### src/rtl/hazard_controller.sv
// hazard_controller
//   Stall/flush sequencer for the 5-stage core. It picks one hazard cause per
//   cycle in fixed priority and drives the per-stage stall and bubble controls
//   combinationally from that cycle's inputs. The cause served is recorded in
//   a state register. The block also keeps saturating stall/bubble counters
//   and a sticky watchdog that trips on long miss waits.
//
//   Ports
//     clk, rst          core clock; synchronous active-high reset
//     i_lw_hazard       load-use hazard (DEC vs EX load)
//     i_ic_miss         IF fetch not ready
//     i_dc_miss         MEM access not ready
//     i_mispredict      EX branch resolved against prediction
//     o_stall_if..mem   per-stage hold controls
//     o_flush_dec/ex    bubble inserts into IF->DEC / DEC->EX
//     o_state           cause served last cycle
//     o_stall_cycles    saturating count of cycles with o_stall_if=1
//     o_bubble_count    saturating count of cycles with any flush
//     o_timeout         sticky miss watchdog flag
//
//   state     | meaning
//   ----------+-----------------------------------------------
//   RUN       | no hazard, pipeline advances
//   DC_WAIT   | D-cache miss, whole pipe frozen
//   REDIRECT  | mispredict, DEC and EX bubbled
//   LW_BUBBLE | load-use, IF/DEC held and a bubble goes into EX
//   IC_WAIT   | I-cache miss, IF held and a bubble goes into DEC

module hazard_controller #(
    parameter int CNT_WIDTH    = 32,
    parameter int MISS_TIMEOUT = 256
) (
    input  logic                 clk,
    input  logic                 rst,
    input  logic                 i_lw_hazard,
    input  logic                 i_ic_miss,
    input  logic                 i_dc_miss,
    input  logic                 i_mispredict,
    output logic                 o_stall_if,
    output logic                 o_stall_dec,
    output logic                 o_stall_ex,
    output logic                 o_stall_mem,
    output logic                 o_flush_dec,
    output logic                 o_flush_ex,
    output logic [2:0]           o_state,
    output logic [CNT_WIDTH-1:0] o_stall_cycles,
    output logic [CNT_WIDTH-1:0] o_bubble_count,
    output logic                 o_timeout
);

    typedef enum logic [2:0] {
        RUN       = 3'd0,
        DC_WAIT   = 3'd1,
        REDIRECT  = 3'd2,
        LW_BUBBLE = 3'd3,
        IC_WAIT   = 3'd4
    } state_t;

    localparam int WAIT_W = $clog2(MISS_TIMEOUT);
    localparam logic [WAIT_W-1:0] WAIT_LOAD = WAIT_W'(MISS_TIMEOUT - 1);

    state_t            cause;
    state_t            state_q;
    logic [WAIT_W-1:0] wait_left;
    logic              is_wait;

    always_comb begin
        cause = RUN;
        if (i_dc_miss)
            cause = DC_WAIT;
        else if (i_mispredict)
            cause = REDIRECT;
        else if (i_lw_hazard)
            cause = LW_BUBBLE;
        else if (i_ic_miss)
            cause = IC_WAIT;
    end

    assign is_wait = (cause == DC_WAIT) || (cause == IC_WAIT);

    // Zero-latency controls: DEC must see the load-use decision this cycle.
    // Reset forces bubbles into both front registers to drain the pipe.
    always_comb begin
        o_stall_if  = 1'b0;
        o_stall_dec = 1'b0;
        o_stall_ex  = 1'b0;
        o_stall_mem = 1'b0;
        o_flush_dec = 1'b0;
        o_flush_ex  = 1'b0;
        if (rst) begin
            o_flush_dec = 1'b1;
            o_flush_ex  = 1'b1;
        end else begin
            case (cause)
                DC_WAIT: begin
                    o_stall_if  = 1'b1;
                    o_stall_dec = 1'b1;
                    o_stall_ex  = 1'b1;
                    o_stall_mem = 1'b1;
                end
                REDIRECT: begin
                    o_flush_dec = 1'b1;
                    o_flush_ex  = 1'b1;
                end
                LW_BUBBLE: begin
                    o_stall_if  = 1'b1;
                    o_stall_dec = 1'b1;
                    o_flush_ex  = 1'b1;
                end
                IC_WAIT: begin
                    o_stall_if  = 1'b1;
                    o_flush_dec = 1'b1;
                end
                default: ;
            endcase
        end
    end

    // Watchdog is a down-counter of remaining wait cycles; reaching zero on a
    // served wait is the terminal count. Any non-wait cause reloads it.
    always_ff @(posedge clk) begin
        if (rst) begin
            state_q        <= RUN;
            o_stall_cycles <= '0;
            o_bubble_count <= '0;
            wait_left      <= WAIT_LOAD;
            o_timeout      <= 1'b0;
        end else begin
            state_q <= cause;
            if (o_stall_if && (o_stall_cycles != '1))
                o_stall_cycles <= o_stall_cycles + 1'b1;
            if ((o_flush_dec || o_flush_ex) && (o_bubble_count != '1))
                o_bubble_count <= o_bubble_count + 1'b1;
            if (is_wait) begin
                if (wait_left == '0)
                    o_timeout <= 1'b1;
                else
                    wait_left <= wait_left - 1'b1;
            end else begin
                wait_left <= WAIT_LOAD;
            end
        end
    end

    assign o_state = state_q;

endmodule

### config.mk
export PLATFORM = sky130hd
export DESIGN_NAME = hazard_controller
export DESIGN_NICKNAME = d
export VERILOG_FILES = /design/src/rtl/hazard_controller.sv
export SDC_FILE = /design/constraint.sdc
export NUM_CORES = 1
export LEC_CHECK = 0
export ABC_CLOCK_PERIOD_IN_PS = 2050
export CAP_MARGIN = 20
export CELL_PAD_IN_SITES_DETAIL_PLACEMENT = 2
export CELL_PAD_IN_SITES_GLOBAL_PLACEMENT = 2
export CORE_UTILIZATION = 27
export DETAILED_ROUTE_END_ITERATION = 16
export PLACE_DENSITY = 0.85
export RECOVER_POWER = 25
export SETUP_SLACK_MARGIN = 0.02
export SLEW_MARGIN = 20
export SYNTH_ARGS = -nofsm -noshare
export SYNTH_HDL_FRONTEND = slang
export SYNTH_SLANG_ARGS = --single-unit
### constraint.sdc
create_clock -name clk -period 2.05 [get_ports clk]
set_input_delay 0.41 -clock clk [delete_from_list [all_inputs] [get_ports clk]]
set_output_delay 0.41 -clock clk [all_outputs]
set_load 0.02 [all_outputs]
**Word-level counts from Yosys, hierarchy flattened**

Cells that the tools add are included.

- Latch bits: 0
- Input port bits: 6
- Output and inout port bits: 74
- Register bits after elaboration: 76
- Word-level logic and storage cells: 40
- Memories kept: 0
- Memory bits (writable): 0
- Bits in read-only memories: 0

- Reduce and logical (&&, ||, !) cells: 11
- Divide/modulo/power cells: 0
- Add/sub/neg operators: 3
- Multiply operators: 0
- Eq/ne operators: 6
- Bitwise operators: 1
- Magnitude comparators: 0
- Shift-type cells: 0
- Mux-type cells: 14

Operators with widths:

| operator | number |
|---|---|
| 32-bit by 1-bit adder with 32-bit output, second input constant | 2 |
| 32-bit != test, second input constant | 2 |
| 3-bit two-way mux | 4 |
| 1-bit two-way mux | 10 |
| 8-bit zero test | 1 |
| 2-bit OR reduction | 4 |
| 8-bit by 1-bit subtractor with 8-bit output, second input constant | 1 |
| 3-bit by 2-bit == test with 1-bit output, second input constant | 2 |
| 3-bit by 1-bit == test with 1-bit output, second input constant | 1 |
| 3-bit == test, second input constant | 1 |
| 3-bit OR reduction | 1 |
| 1-bit logical AND | 2 |
| 1-bit logical OR | 2 |
| 2-bit AND reduction | 1 |
| 1-bit NOT | 1 |

**Logic depth before layout (Yosys ltp)**

- Depth after elaboration: 10
- Mapped depth: 7
- Depth with buffers taken out: 6

**Worst setup path before layout**

Ideal clock, no wire load.

- Path type: reg2reg
- Start: register o_stall_cycles[9]
- End: register o_stall_cycles[31]
- Library setup time: 0.070 ns
- Required time: 1.980 ns
- Cell stages (with the launch flop): 7
- Clock period less this slack: 2.269 ns
- Data arrival time: 2.198 ns
- Path buffers: 1
- Setup slack: -0.219 ns
- Cell sequence: dfxtp_1 -> nand4_4 -> or3_1 -> clkbuf_2 -> or4_4 -> or3_1 -> a21oi_1

- Cells in the longest elaborated chain, start to end: 2
- Elaborated cells on any way between the ends: 3
- Those cells by class: add/sub (1); eq/ne (1); reduce/logical (1)

Ends and longest elaborated chain:

| what | RTL line | text |
|---|---|---|
| start, declared | 46 | `output logic [CNT_WIDTH-1:0] o_stall_cycles,` |
| start signal, assigned | 131 | `o_stall_cycles <= o_stall_cycles + 1'b1;` |
| parallel branches: the longest is 2 deep, another holds 32-bit by 1-bit adder with 32-bit output | n/a |  |

Parallel ways; which one is timed is not known.
A chain may end at the register's enable or synchronous reset.

**Worst setup path after layout**

- Start: register o_bubble_count[12]
- End: register o_bubble_count[19]

- Cells in the longest elaborated chain, start to end: 2
- Elaborated cells on any way between the ends: 3
- Those cells by class: add/sub (1); eq/ne (1); reduce/logical (1)

Ends and longest elaborated chain:

| what | RTL line | text |
|---|---|---|
| start, declared | 47 | `output logic [CNT_WIDTH-1:0] o_bubble_count,` |
| start signal, assigned | 133 | `o_bubble_count <= o_bubble_count + 1'b1;` |
| parallel branches: the longest is 2 deep, another holds 32-bit by 1-bit adder with 32-bit output | n/a |  |

Parallel ways; which one is timed is not known.

==> run_results.csv <==
group,metric,value,unit
synth,yosysSeqAreaShare,0.401,
sta,tightest_slew,0.698,ns
clocking,cts_htree_levels,3,
sta,period_share,1.02,
placement,hpwl,11600,microns
synth,synth-edff-count,0,
drt,m1WireLength,6920,microns
drt,top_layer,"met4",
sta,finalMaxSlewViolations,0,
drt,routed_wl,17800,microns
synth,ys.flop_type,"dfxtp_1",
drt,drc,0,
setup_path,crit_path_end_kind,"flip-flop",
cells_and_area,final_common_cell,"buf_4",
die,die_y,121,microns
setup_path,max_stage_delay,0.58,ns
clocking,cts_tree,"yes",
setup_path,slowest_stage,"nor3_1",
cells_and_area,insertedDiodeCount,0,
clocking,cts_hold_buffers,0,
cells_and_area,drive_above_1_share,0.325,
synth,synth_fp_nets,454,
setup_path,startpoint_type,"flip-flop",
cells_and_area,syn2layout_area_growth,61.0,%
die,die-area,0.0145,sq mm
synth,synth_warnings,0,
sta,slew_headroom,0.531,
sta,final-hold-violation-count,0,
clocking,cts-root-buf,"clkbuf_16",
setup_path,path_cells,"nand4_1 -> buf_4 -> nor3_1 -> a31oi_4 -> a21bo_2 -> a21oi_2",
synth,syn-cell-area,0.00380,sq mm
global_routing,track_usage,0.239,
sta,rsz0062_at_grt,"yes",
cells_and_area,n_fill_cell,1433,
clocking,cts_buffer_depth,2,
drt,dr.pass1.iters,4,
setup_path,crit_arrival,2.35,ns
synth,synth.avg_cell_area,8.56,sq um
drt,drtIter0Drc,184,
cells_and_area,fin_nets,633,
die,ios,80,
sta,setup_viol,6,
setup_path,cp.required,2.32,ns
pwr,powerDensity,544,mW/mm^2
setup_path,cp_max_fo,8,
die,placementRows,42,
sta,max_freq,0.480,GHz
run_status,failed_checks,"negative setup slack",
die,start_util,0.281,
clocking,insertion_delay,0.35,ns
clocking,cts.sinks,76,
setup_path,worstSetupPathType,"reg2reg",
run,maxCapViolCount,0,
clocking,clkTransAtPathRegs,0.06,ns
placement,gp_congestion,0.829,
drt,viasPerCell,5.35,
pwr,leakage,2.24,nW
sta,setup_ws,-0.0322,ns
synth,synthCells,444,
sta,clock-skew-final,0.0105,ns
global_routing,grt_pass1_wl,26500,microns
pwr,ir_drop,0.000380,V
drt,wl_per_cell,22.1,microns
synth,ys_seq_elements,76,
clocking,numCtsBuffers,9,
die,die_x,121,microns
global_routing,grt_antenna_before_repair,0,
drt,ant_nets,0,
drt,wl_met3,453,microns
sta,period_needed,2.08,ns
run_status,status,"finished with violations",
global_routing,grt_max_degree,20,
global_routing,grt_overflow,0,
die,coreArea,0.0135,sq mm
synth,yosysUniqueCellTypes,53,
placement,port_buffers,79,
cells_and_area,mostFrequentLayoutCells,"buf_4 (104), clkdlybuf4s50_1 (55), dfxtp_1 (53)",
global_routing,grt_pass1_vias,4760,
drt,route.met2.wl,9750,microns
sta,timing.setup.tns,-0.0988,ns
synth,synth-async-reset-ratio,0,
cells_and_area,finish.utilization,0.453,
drt,via_count,4297,
hold_path,hp-class,"reg2reg",
critical path: cells and delay by family (launching register included):
kind | cells | cell delay, ns
buf+inv | 1 | 0.19
simple gates | 2 | 0.73
flops | 1 | 0.44
compound gates | 3 | 0.64
per-layer routing:
metal / global-route usage / vias up
li1: - / 1979
met1: 0.253 / 2172
met2: 0.454 / 105
met3: 0.0443 / 41
met4: 0.112 / 0
met5: 0 / -
report_power, final:
| part | internal (mW) | switching, mW | leakage, nW | total, mW |
|---|---|---|---|---|
| Combinational | 0.109 | 0.146 | 1.48 | 0.254 |
| Sequential | 1.49 | 0.0193 | 0.626 | 1.51 |
| Clock | 0.933 | 0.627 | 0.136 | 1.56 |
sequential cells by signal (all words and copies together), names as in the netlist:
signal	cells
o_bubble_count	32
o_stall_cycles	32
o_state	3
o_timeout	1
wait_left	8
stage by stage:
| step | std cells | setup slack [ns] | hold slack [ns] | instance area (sq um) | total power [mW] |
|---|---|---|---|---|---|
| 6_report | 803 | -0.0322 | 0.495 | 6120 | 3.33 |
| 5_1_grt | 803 | -0.145 | 0.520 | 6120 | 3.44 |
| 4_1_cts | 792 | 0.0171 | 0.500 | 5900 | 3.34 |
| 3_5_place_dp | 770 | -0.676 | 0.481 | 5450 | 1.78 |
| 3_3_place_gp | 770 | -0.512 | 0.474 | 5450 | 1.76 |
| 2_1_floorplan | 444 | -0.125 | 0.488 | 3850 | 1.64 |
area by class of cell:
cell class	count	area [sq um]	share of cell area
Clock buffer	12	236	0.0387
Clock inverter	3	40.0	0.00655
Inverter	13	48.8	0.00798
Multi-Input combinational cell	337	2420	0.396
Sequential cell	76	1560	0.255
Tap cell	176	220	0.0360
Timing Repair Buffer	186	1590	0.260
cell usage after synthesis, types with 2 or more instances:
library cell   n  area (sq um)
a2111oi_0      2          17.5
a211o_1        2          17.5
a211oi_1      11          82.6
a21bo_2        4          40.0
a21oi_1       26           130
and2_1         3          18.8
and3_1         4          25.0
and4_1         7          61.3
buf_1          3          11.3
clkbuf_1      13          48.8
dfxtp_1       76          1520
ha_1           4          50.1
inv_1         13          48.8
mux2_2         3          33.8
mux2i_1        7          70.1
nand2_1       30           113
nand2b_1       5          31.3
nand3_1       19          95.1
nand3b_1       5          37.5
nand4_1       23           144
nor2_1        50           188
nor2b_1        3          18.8
nor3_1         6          30.0
nor4_1        13          81.3
nor4b_1        4          35.0
o21ai_0       17          85.1
o311ai_0       3          26.3
o31ai_1        4          30.0
o41ai_1        3          26.3
or2_2          5          31.3
or3_1          9          56.3
or3_2          2          15.0
or4_1          7          52.6
xnor2_1       33           289
xor2_1         7          61.3
worst paths after layout:
| check | to | cells past startpoint | startpoint | slack (ns) |
|---|---|---|---|---|
| max reg2reg | o_bubble_count[19] | 6 | o_bubble_count[12] | -0.03 |
| min | o_timeout | 1 | o_timeout | 0.50 |
| min reg2reg | o_timeout | 1 | o_timeout | 0.50 |
| max | o_bubble_count[19] | 6 | o_bubble_count[12] | -0.03 |
cells by family after synthesis:
group           count (synthesis)  share of synthesized area
simple gates                  201                      0.293
compound gates                 82                      0.142
flops                          76                      0.401
xor+xnor                       40                     0.0922
buf+inv                        31                     0.0320
mux                            10                     0.0273
fa+ha+maj                       4                     0.0132
timing repair:
action                                  in CTS  in global routing
buffers inserted                             7                 11
pin swaps                                   10                 13
gates resized for setup                     44                 37
endpoints found under the setup margin      55                 51
(Power assumes the default switching activity.)
